===== config.mk =====
export PLATFORM = sky130hd
export DESIGN_NAME = uart_rx_fifo
export DESIGN_NICKNAME = d
export VERILOG_FILES = /design/src/rtl/uart_rx_fifo.sv
export SDC_FILE = /design/constraint.sdc
export NUM_CORES = 1
export LEC_CHECK = 0
export ABC_CLOCK_PERIOD_IN_PS = 3050
export CAP_MARGIN = 20
export CORE_MARGIN = 1.5
export CORE_UTILIZATION = 33
export CTS_BUF_LIST = sky130_fd_sc_hd__clkbuf_8
export DETAILED_ROUTE_END_ITERATION = 10
export SYNTH_ARGS = -nofsm -noshare
export SYNTH_HDL_FRONTEND = slang
export SYNTH_SLANG_ARGS = --single-unit

===== constraint.sdc =====
create_clock -name clk -period 3.05 [get_ports clk]
set_clock_uncertainty 0.05 [all_clocks]
set_input_delay 0.61 -clock clk [delete_from_list [all_inputs] [get_ports clk]]
set_output_delay 0.61 -clock clk [all_outputs]
set_load 0.02 [all_outputs]

===== src/rtl/uart_rx_fifo.sv =====
// rtl/uart_rx_fifo.sv - FWFT receive FIFO capturing uart_receiver frames with sticky overflow
module uart_rx_fifo #(
  parameter int DEPTH     = 16,
  parameter int AW        = 4,
  parameter int AFULL_LVL = 12
) (
  input  logic          clk,
  input  logic          rst_n,
  input  logic [7:0]    rx_data,
  input  logic          rx_finished,
  input  logic          rx_err,
  input  logic          rd_en,
  output logic [7:0]    rd_data,
  output logic          rd_err,
  output logic          empty,
  output logic          full,
  output logic          almost_full,
  output logic [AW:0]   level,
  output logic          overflow,
  input  logic          clr_ovf
);

  logic [8:0]  mem [DEPTH];
  logic [AW:0] wr_ptr_q, wr_ptr_d;
  logic [AW:0] rd_ptr_q, rd_ptr_d;
  logic        fin_q, fin_d;
  logic        ovf_q, ovf_d;
  logic        wr_evt, pop, push, drop;
  logic [8:0]  head;

  always_comb begin
    level       = wr_ptr_q - rd_ptr_q;
    empty       = (wr_ptr_q == rd_ptr_q);
    full        = (wr_ptr_q[AW] != rd_ptr_q[AW]) &&
                  (wr_ptr_q[AW-1:0] == rd_ptr_q[AW-1:0]);
    almost_full = (level >= (AW+1)'(AFULL_LVL));
    overflow    = ovf_q;
    head        = mem[rd_ptr_q[AW-1:0]];
    rd_data     = empty ? 8'h00 : head[7:0];
    rd_err      = empty ? 1'b0  : head[8];
  end

  // A pop on the same edge frees the slot, so a write into a full FIFO is still accepted.
  always_comb begin
    wr_evt   = rx_finished & ~fin_q;
    pop      = rd_en & ~empty;
    push     = wr_evt & (~full | pop);
    drop     = wr_evt & full & ~pop;
    fin_d    = rx_finished;
    wr_ptr_d = push ? wr_ptr_q + 1'b1 : wr_ptr_q;
    rd_ptr_d = pop  ? rd_ptr_q + 1'b1 : rd_ptr_q;
    ovf_d    = ovf_q;
    if (drop) begin
      ovf_d = 1'b1;
    end else if (clr_ovf) begin
      ovf_d = 1'b0;
    end
  end

  always_ff @(posedge clk or negedge rst_n) begin
    if (!rst_n) begin
      wr_ptr_q <= '0;
      rd_ptr_q <= '0;
      fin_q    <= 1'b0;
      ovf_q    <= 1'b0;
    end else begin
      wr_ptr_q <= wr_ptr_d;
      rd_ptr_q <= rd_ptr_d;
      fin_q    <= fin_d;
      ovf_q    <= ovf_d;
    end
  end

  always_ff @(posedge clk) begin
    if (push) begin
      mem[wr_ptr_q[AW-1:0]] <= {rx_err, rx_data};
    end
  end

endmodule


# Yosys cells after proc, flatten, opt, wreduce, memory -nomap -nowiden

Memory sizes are Yosys's and may differ from the RTL's.
Cells that the tools add are included.

Register bits: 12
Input port bits: 14
Memory bits (writable): 144
Word-level logic and storage cells: 30
Output and inout port bits: 18
Memories kept: 1

Bitwise gates (word level): 10
Equality and inequality tests: 3
Add/subtract/negate cells: 3
Reduce and logical (&&, ||, !) cells: 2
Magnitude comparators: 1
Multiplexer cells: 6

Memory list:

| memory | depth | width | read ports | clocked after Yosys merged registers in | wr ports | RTL line | text |
|---|---|---|---|---|---|---|---|
| mem    | 16    | 9     | 1          | 0                                       | 1        | 23       | `logic [8:0] mem [DEPTH];` |

Operators with widths:

| operator            | number |
|---|---|
| $add 5x1->5 const B | 2 |
| $mux 8              | 1 |
| $and 1x1->1         | 5 |
| $eq 5x5->1          | 1 |
| $ge 5x4->1 const B  | 1 |
| $mux 1              | 5 |
| $sub 5x5->5         | 1 |
| $eq 4x4->1          | 1 |
| $not 1->1           | 4 |
| $reduce_bool 2->1   | 1 |
| $logic_and 1x1->1   | 1 |
| $ne 1x1->1          | 1 |
| $or 1x1->1          | 1 |

# Logic depth before layout (Yosys ltp)

Gate-level depths: netlist (run 1).

Word-level depth: 7
Gate-level depth with buffers: 8
Gate-level depth less buffers: 8

# Least setup slack after synthesis (run 1)

OpenSTA, ideal clock, no wires.

Path kind: flip-flop to output port
Start: register rd_ptr_q[3]
End: output port rd_data[6]
Data required time: 2390 ps
Stages on the path, launching flop included: 9
Path buffers: 2
Slack: 91 ps
Arrival time: 2299 ps
Cells stage by stage: dfrtp_1 -> clkbuf_1 -> inv_1 -> buf_2 -> ha_1 -> and4_1 -> nand2_1 -> o31ai_1 -> a211oi_1

Longest elaborated chain between the ends: 2
Elaborated cells between the ends (all ways): 3
Those cells by class: 1 x eq/ne; 1 x mux; 1 x memory

Ends and longest elaborated chain:

| element                                           | RTL line | text |
|---|---|---|
| start: declaration                                | 25       | `logic [AW:0] rd_ptr_q, rd_ptr_d;` |
| start signal: assignment                          | 68       | `rd_ptr_q <= rd_ptr_d;` |
| $mem_v2 16x9 / $eq 5x5->1 (equally long branches) | --       |  |
| $mux 8 *                                          | 39       | `rd_data = empty ? 8'h00 : head[7:0];` |
| end: declaration                                  | 13       | `output logic [7:0] rd_data,` |

Mark *: on every way between the ends. The rest lies on a longest branch, timed or not.

# Worst setup path in the final report (run 1)

Start: register rd_ptr_q[0]
End: output port rd_data[7]

The elaborated chain is that of the path after synthesis.

==> results.cfg, run 1 <==
[clock_network]
clock_path_buffers = 2
cts.clk_slew.worst_paths_ns = 0.08
h-tree-depth = 4
clock-sinks = 156
clk_latency_ns = 0.44
cts_tree = yes
cts_made_buffers = 17
postCtsHoldBufs = 0
root_buffer = clkbuf_8

[sta]
setup_viol = 0
max_freq_mhz = 336
rsz0062_at_grt = yes
setup_slack_ns = 0.0758
timing.final.crit_share_pct = 97.5
hold_viol_final = 0
worst_pin_slew_ns = 0.657
final-max-slew-violation-count = 0
finalCriticalPeriod_ns = 2.97
holdWs_ns = 0.479
slew_headroom_pct = 56.2

[finish]
drive_above_1_share_pct = 30.8
num-fill-cells = 1721
final_core_util_pct = 40.5
area_delta_synth_final_pct = 19.0
finalNetCount = 410
fin_area_um2 = 7650

[hold_path]
hold_path_depth = 2
holdCritStartpoint = overflow
hold_end = overflow
min_path_type = reg2reg

[drt]
avgViaCountPerCell = 4.73
dr.pass1.iters = 4
drc = 0
wl_um = 13000
wire_per_inst_um = 19.6
drtIter0Drc = 179
detail-route-antenna-nets = 0
vias = 3124

[floorplanning]
core_area_um2 = 18900
initial_utilization_pct = 34.0
die_area_um2 = 20300
die_y_um = 143
num_rows = 50
die_width_um = 143
ios = 32

[logic_synthesis]
synthFlopType = edfxtp_1
yosys.area.top_type = edfxtp_1
syn_inst = 321
syn-cell-area_um2 = 6430
synth.area.top_cells = edfxtp_1, mux4_1, mux4_2
synth_top_area_share_pct = 67.3
async_reset_ff_share_pct = 7.69
yosysSeqAreaShare_pct = 71.9
synth_seq_cells = 156
synth_nets = 345
ys_top_cells_by_count = edfxtp_1, mux4_1, mux4_2
synth.most_common_cell = edfxtp_1
avgSynthCellArea_um2 = 20.0
synth_cell_types = 37
ys_warn_count = 0
synth_edf_count = 144

[setup_path]
r2r_start = rd_ptr_q[1]
timing_worst_setup_path_type = reg2out
reg2reg_to = mem[2][1]
crit_path_top_delay_cell = mux4_1
r2r_cells = 7
rrSetupSlack_ns = 0.38
start_kind = flop
cp.arrival_ns = 2.31
critPathMaxFanout = 5
slowest_delay_ns = 0.55
required_ns = 2.39
path_cells = buf_12 -> clkbuf_16 -> mux4_1 -> mux2_2 -> o21ai_2 -> a21oi_1 -> buf_2
cp-end-kind = output port

[place]
pre_cts_ws_ns = 0.0378
place_congestion = 0.722
place.port_buffers = 31
dpl.hpwl_um = 8130
dpl-instance-area_um2 = 7190

[grt]
grt_pass1_wl_um = 19600
gr-total-overflow = 0
antenna_found_initial = 1
grt_util_all_layers_pct = 13.6
grt_max_degree = 24
grt_pass1_vias = 3334

[job]
cap_violations = 0

[run_status]
status = finished clean

[pwr]
total_power_mw = 7.27
leakagePower_nw = 2.62
ir_drop_mv = 0.372
p_per_area_nw_per_um2 = 950
## worst max-delay path by stage
stage / from / endpoint
floorplan: rd_ptr_q[3] / rd_data[6]
global placement: wr_ptr_q[0] / almost_full
detailed placement: wr_ptr_q[0] / almost_full
CTS: rd_ptr_q[0] / rd_data[5]
global route: wr_ptr_q[0] / almost_full
finish: rd_ptr_q[0] / rd_data[7]
## placed cells by master, fill, tap and decap left out, types with 4 or more instances in the layout
cell	instances
edfxtp_1	144
mux4_2	30
buf_4	29
clkbuf_8	17
clkdlybuf4s50_1	17
and2_1	13
dfrtp_1	11
inv_1	10
xnor2_1	8
nand2_1	8
a21oi_1	8
ha_1	8
mux4_1	6
and3_1	6
mux2i_1	6
mux2_4	5
xor2_1	4
clkinv_2	4
clkinv_1	4
## repair_timing
action	CTS	global route
pin swaps	0	4
setup buffers	3	0
resized for setup	57	39
endpoints found under the setup margin	14	12
gates cloned	0	1
## flip-flops by register name (all words and copies together), names as in the netlist
| name | flops |
|---|---|
| rd_ptr_q | 5 |
| overflow | 1 |
| mem | 144 |
| fin_q | 1 |
| wr_ptr_q | 5 |
## worst max-delay path, delay by kind of cell, from the launching register on
kind	cells	cell delay (ns)
muxes	2	0.86
buffers and inverters	3	0.46
DFF	1	0.40
AOI/OAI and AO/OA	2	0.16
## report_power, final
part           total [mW]  internal, mW  switching [mW]  leakage (nW)
Combinational        3.25          1.57            1.68         0.988
Sequential           2.57          2.50          0.0706          1.44
Clock                1.44         0.709           0.734         0.187
## routing by layer
layer	track usage, %	vias up	wire length, um
met5	0	-	0
met4	5.43	0	163
met3	3.97	15	490
met2	22.0	51	6410
met1	17.3	1633	5890
li1	-	1425	-
## through the flow
step / TNS (ns) / instances
finish: 0 / 660
global route: -0.0681 / 659
CTS: -0.0469 / 658
detailed placement: 0 / 623
global placement: 0 / 623
floorplan: 0 / 321
## cell families (layout without fill, tap and decap cells)
logic type,Yosys count,after routing,share of synthesized area [%]
other,0,1,0
and+or+nand+nor,39,39,3.48
adders and majority gates,10,10,2.06
AOI/OAI and AO/OA,29,29,2.72
DFF,156,156,71.9
muxes,52,52,16.3
xor gates and xnor gates,12,12,1.63
buffers and inverters,23,101,1.87
## final cells by class
type | instances | area (um^2) | area share, %
flip-flops and latches | 156 | 4630 | 60.5
multi-input cells | 142 | 1740 | 22.7
repair buffers | 59 | 553 | 7.23
well taps | 260 | 325 | 4.25
clock buffers | 17 | 234 | 3.06
clock inverters | 15 | 131 | 1.72
inverters | 10 | 37.5 | 0.491
diodes | 1 | 2.50 | 0.0327
(Power assumes the default switching activity.)
==> run 2: changes to the inputs <==
--- a/config.mk
+++ b/config.mk
@@ -10,7 +10,9 @@
 export CORE_MARGIN = 1.5
 export CORE_UTILIZATION = 33
 export CTS_BUF_LIST = sky130_fd_sc_hd__clkbuf_8
+export CTS_CLUSTER_DIAMETER = 120
 export DETAILED_ROUTE_END_ITERATION = 10
+export SLEW_MARGIN = 10
 export SYNTH_ARGS = -nofsm -noshare
 export SYNTH_HDL_FRONTEND = slang
 export SYNTH_SLANG_ARGS = --single-unit
==> results of run 2 <==
The final DEF is identical to that of run 1; final timing and power are the same.
==> patch 1 (flow settings as in run 1) <==
The parameter `AW` goes from 4 to 3.
--- a/src/rtl/uart_rx_fifo.sv
+++ b/src/rtl/uart_rx_fifo.sv
@@ -3,3 +3,3 @@
   parameter int DEPTH     = 16,
-  parameter int AW        = 4,
+  parameter int AW        = 3,
   parameter int AFULL_LVL = 12
Ports: changed (resized level); port bits go from 32 to 31. The function was not compared with the original's and may differ.
==> patch 1 against run 1 <==
- critical endpoint is now rd_data[4]
- critical path depth did not move
- routed wire length fell by 49%
- synthesized area fell by 47%
- setup slack improved by 0.040 ns
- power fell by 40%
- clock power fell by 41%
- design area fell by 45%
- sequential cell count fell by 74
- via count fell by 42%
==> patch 1: results (changes against run 1) <==
Logic synthesis
The mean cell area of the mapped netlist is 17.7 sq um (-12%). Sorting the synthesized cells by area gives the leading types as edfxtp_1 (63%), mux4_2 (12%), dfrtp_1 (7.3%), inv_1 (3.1%), ha_1 (1.8%). The number of enable-type register cells in the synthesized netlist was 72 (-50%).

Counting instances in the post-synthesis netlist gives the leading cell types as edfxtp_1 (72), inv_1 (28), mux4_2 (18). The fraction of synthesis flops using an asynchronous set or reset pin is 12.2% (+4.5 points). The net count after synthesis is 213 (-38%). The number of distinct library cells after synthesis is 32 (-14%).

Run status
The run finished with clean final reports.

Worst setup path
The peak fanout along the critical path came to 9 (+4). The startpoint of the worst register-to-register path is rd_ptr_q[2]. The worst setup slack for register-to-register paths was 0.97 ns (+0.59 ns). In this run the worst setup path terminates at rd_data[4]. The end of the worst register-to-register path is mem[5][5].

Global route
The met3 track utilization from global routing is 4.05% (+0.085 points). The routing usage on met1 was 16.6% (-0.78 points). The met2 track demand over resource came to 21.8% (-0.19 points).

The aggregate global-route resource usage was 13.1% (-0.49 points). The initial antenna violation count is 0 (-1). The pin count of the biggest net entering global routing is 23 (-4.2%). The global-route wire length before repair is 10500 um (-46%).

Pwr
The total leakage power is 1.53 nW (-42%). The power dissipated by switching net loads is 1.59 mW (-36%). The total internal power is 2.78 mW (-42%). The proportion of power drawn by the clock network came to 19.3% (-0.6 points).

The peak ir drop on the vdd network is 394 uV (+5.8%). The part of the total power dissipated in sequential elements is 32.6% (-2.8 points).

STA
The minimum hold slack came to 0.486 ns (+0.00750 ns). The shortest period the worst path allows is 2.93 ns (-0.0403 ns). The max-slew headroom at the worst pin is 65.1% (+8.9 points).

Route
The wire length on met2 is 3330 um (-48%). The via density per instance is 4.70 (-0.60%).

Finish
The fraction of layout instances using a drive strength above 1 is 22.8% (-8.0 points). The antenna cell count came to 0 (-1). The flip-flop count of the largest register, all copies and words added is 72 (-50%).

Placement
The total cell area at the placement stage came to 3980 sq um (-45%). The pre-CTS setup slack is 0.150 ns (+0.112 ns). The post-detailed-placement half-perimeter wirelength is 4200 um (-48%). The last weighted congestion value of the routability-driven placer came to 0.762 (+5.5%). The count of port buffers added during placement came to 30 (-3.2%). The number of placed instances with taps included was 367 (-41%).

Clock tree
The number of clock buffers inserted by TritonCTS is 9 (-8). The number of setup buffers added after CTS is 0 (-3). The clock latency of the later-clocked register in the worst-skew pair came to 0.35 ns (-0.09 ns). The number of instances resized during post-cts repair is 12 (-79%).
## patch 1: cell types whose count changed after synthesis, sizes merged, moves of 8 or more
cell    change
mux4       -18
edfxtp     -72
and2       -13
inv        +18
o21ai       -9
a21oi       -9
mux2i       -8
o22ai       +8
## patch 1: area by class of cell
class                           instances  area (sq um)
Clock inverter                          7          92.6
Tap cell                              133           166
Inverter                               28           105
Fill cell                             914          5720
Clock buffer                            9           124
Sequential cell                        82          2410
Timing Repair Buffer                   46           410
Multi-Input combinational cell         78           881
## patch 1: cell families after synthesis
| family | synth area share (%) |
|---|---|
| xor+xnor | 3.30 |
| compound gates | 3.89 |
| flops | 70.8 |
| fa+ha+maj | 2.42 |
| buf+inv | 3.71 |
| mux | 12.7 |
| simple gates | 3.23 |
## patch 1: worst max-delay path, cell delays in order, from the launching register on
cell	delay, ns
dfrtp_1	0.43
inv_1	0.10
ha_1	0.30
nand3_1	0.09
or2_1	0.28
nand2_2	0.25
o22ai_1	0.14
dlygate4sd2_1	0.33
==> patch 2 (settings of run 1) <==
Without the edit above. Register the output `overflow`; this adds one clock of latency there. The other outputs are not delayed to match.
--- a/src/rtl/uart_rx_fifo.sv
+++ b/src/rtl/uart_rx_fifo.sv
@@ -22,2 +22,4 @@
 
+  logic overflow_d;
+
   logic [8:0]  mem [DEPTH];
@@ -36,3 +38,3 @@
     almost_full = (level >= (AW+1)'(AFULL_LVL));
-    overflow    = ovf_q;
+    overflow_d  = ovf_q;
     head        = mem[rd_ptr_q[AW-1:0]];
@@ -79,2 +81,6 @@
 
+  always_ff @(posedge clk) begin
+    overflow <= overflow_d;
+  end
+
 endmodule
Behaviour: no difference found for any inputs over 10 cycles, from zero or initial values and one cycle with rst_n low; that may be too few to reach the edited logic, so the function may still have changed.
==> patch 2 against run 1 <==
- clock power up 8%
- critical path depth up 2
- non-clock buffer count down 2
- global-route usage about the same
- sequential share of layout area up 0.35 points
- power down 1.5%
- sequential cell count up 1
- synthesized area up 0.31%
- routed wire length down 0.69%
- count of clock-buffer cells in the layout unchanged
- setup slack worse by 0.019 ns
- design area down 0.15%
- critical path type unchanged
- largest cell class unchanged
- largest power group unchanged
==> patch 2: results (changes against run 1) <==
STA
The max-slew headroom at the worst pin is 57.5% (+1.3 points).

Logic synthesis
The proportion of synthesized area in mux cells is 16.3% (-0.051 points). The number of distinct library cells after synthesis is 38 (+2.7%). By area the synthesized netlist is led by edfxtp_1 (67%), mux4_1 (7.3%), mux4_2 (6.3%), dfrtp_1 (4.7%), ha_1 (1.7%). The post-synthesis compound-gate area fraction is 2.72% (-0.0085 points). The post-synthesis adder-cell area fraction is 2.06% (-0.0064 points). The total number of yosys warnings is 0 (unchanged). The xor/xnor cell area share of the yosys netlist was 1.63% (-0.0051 points).

The sequential element share of the synthesized area came to 72.0% (+0.087 points). By count the netlist is led by edfxtp_1 (144), mux4_1 (18), mux4_2 (18). The main flop type after synthesis is edfxtp_1. The net count after synthesis is 346 (+0.29%). The fraction of synthesis flops using an asynchronous set or reset pin was 7.64% (-0.049 points).

Worst setup path
For this design, the slowest cell found on the critical path is dfrtp_2. The arrival time of the worst setup path is 2.33 ns (+0.02 ns). The peak fanout along the critical path came to 2 (-3). The peak per-stage delay on the critical path is 0.40 ns (-0.15 ns).

Finish
The number of filler cells placed in the layout was 1692 (-1.7%). The fraction of layout instances using a drive strength above 1 is 27.2% (-3.6 points). The antenna cell count is 0 (-1).

The final net count is 409 (-0.24%).

Global route
The met3 track utilization from global routing is 2.78% (-1.2 points). The met2 track demand over resource is 22.9% (+0.89 points). The number of global-route vias before repair is 3409 (+2.2%). The global-route wire length before repair was 19800 um (+0.95%). The aggregate global-route resource usage is 13.7% (+0.032 points). The routing usage on met1 is 17.3% (about the same). The initial antenna violation count is 0 (-1).

Placement
The total cell area at the placement stage is 7180 sq um (-0.10%). The last weighted congestion value of the routability-driven placer is 0.739 (+2.3%). The post-detailed-placement half-perimeter wirelength was 8220 um (+1.1%).

Route
The DRC violation total after the first TritonRoute iteration is 307 (+72%). The wire length reported by the detailed router came to 12900 um (-0.69%). The via density per instance was 4.81 (+1.7%).

Pwr
The total leakage power was 2.64 nW (+0.79%). The share of total power consumed by net switching is 34.3% (+0.058 points). The peak ir drop on the vdd network is 394 uV (+5.7%).

Run status
The flow ran to the end, and the final reports show no timing, DRC or antenna violations.

Clock tree
The clock latency of the later-clocked register in the worst-skew pair is 0.42 ns (-0.02 ns).
patch 2: kinds of logic after synthesis:
group | Yosys count
mux | 52
compound gates | 29
fa+ha+maj | 10
xor+xnor | 12
simple gates | 39
buf+inv | 23
flops | 157
patch 2: path summary, 6_finish.rpt:
kind                                to  slack, ns         from  cells after the start
min                           overflow       0.33   overflow_d                      0
min in group asynchronous  wr_ptr_q[1]       0.52        rst_n                      1
max reg2reg                  mem[0][6]       0.26  rd_ptr_q[0]                      7
max                        almost_full       0.06  rd_ptr_q[0]                      9
min reg2reg                   overflow       0.33   overflow_d                      0
max in group asynchronous  rd_ptr_q[0]       2.00        rst_n                      1
patch 2: layer usage:
metal  vias up  share of wire, %
met5         -                 0
met3         8               4.6
met2        72                50
met4         0               1.1
li1       1433                 -
met1      1650                44
patch 2: power groups by stage:
stage | Sequential [mW] | Combinational (mW) | Clock, mW
floorplan | 2.64 | 1.91 | 0
global placement | 2.62 | 3.04 | 0
detailed placement | 2.63 | 3.06 | 0
CTS | 2.59 | 3.09 | 1.58
global route | 2.60 | 3.23 | 1.67
finish | 2.59 | 3.02 | 1.55
patch 2: timing repair:
action | 4_1_cts | 5_1_grt
cloned | 1 | 0
endpoints found under the setup margin | 14 | 12
gates resized for setup | 49 | 14
pin swaps | 0 | 0
setup buffers | 2 | 1
patch 2: critical path, delay by kind of cell, from the launching register on:
| kind | cells | cell delay (ns) |
|---|---|---|
| AOI/OAI and AO/OA | 3 | 0.57 |
| adders and majority gates | 2 | 0.52 |
| DFF | 1 | 0.40 |
| buffers and inverters | 3 | 0.33 |
| xor gates and xnor gates | 1 | 0.09 |
patch 2: final cells by class:
cell class | count | area, sq um | area share (%)
Sequential cell | 157 | 4650 | 60.8
Multi-Input combinational cell | 142 | 1730 | 22.6
Timing Repair Buffer | 57 | 497 | 6.50
Tap cell | 260 | 325 | 4.26
Clock buffer | 17 | 234 | 3.06
Clock inverter | 14 | 170 | 2.23
Inverter | 10 | 37.5 | 0.491
patch 2: stage by stage:
step	instances	setup slack, ns	utilization (%)
2_1_floorplan	322	0.0905	-
3_3_place_gp	622	0.0497	37.9
3_5_place_dp	622	0.0314	37.9
4_1_cts	656	-0.00808	40.4
5_1_grt	657	-0.0548	40.3
6_report	657	0.0565	40.3
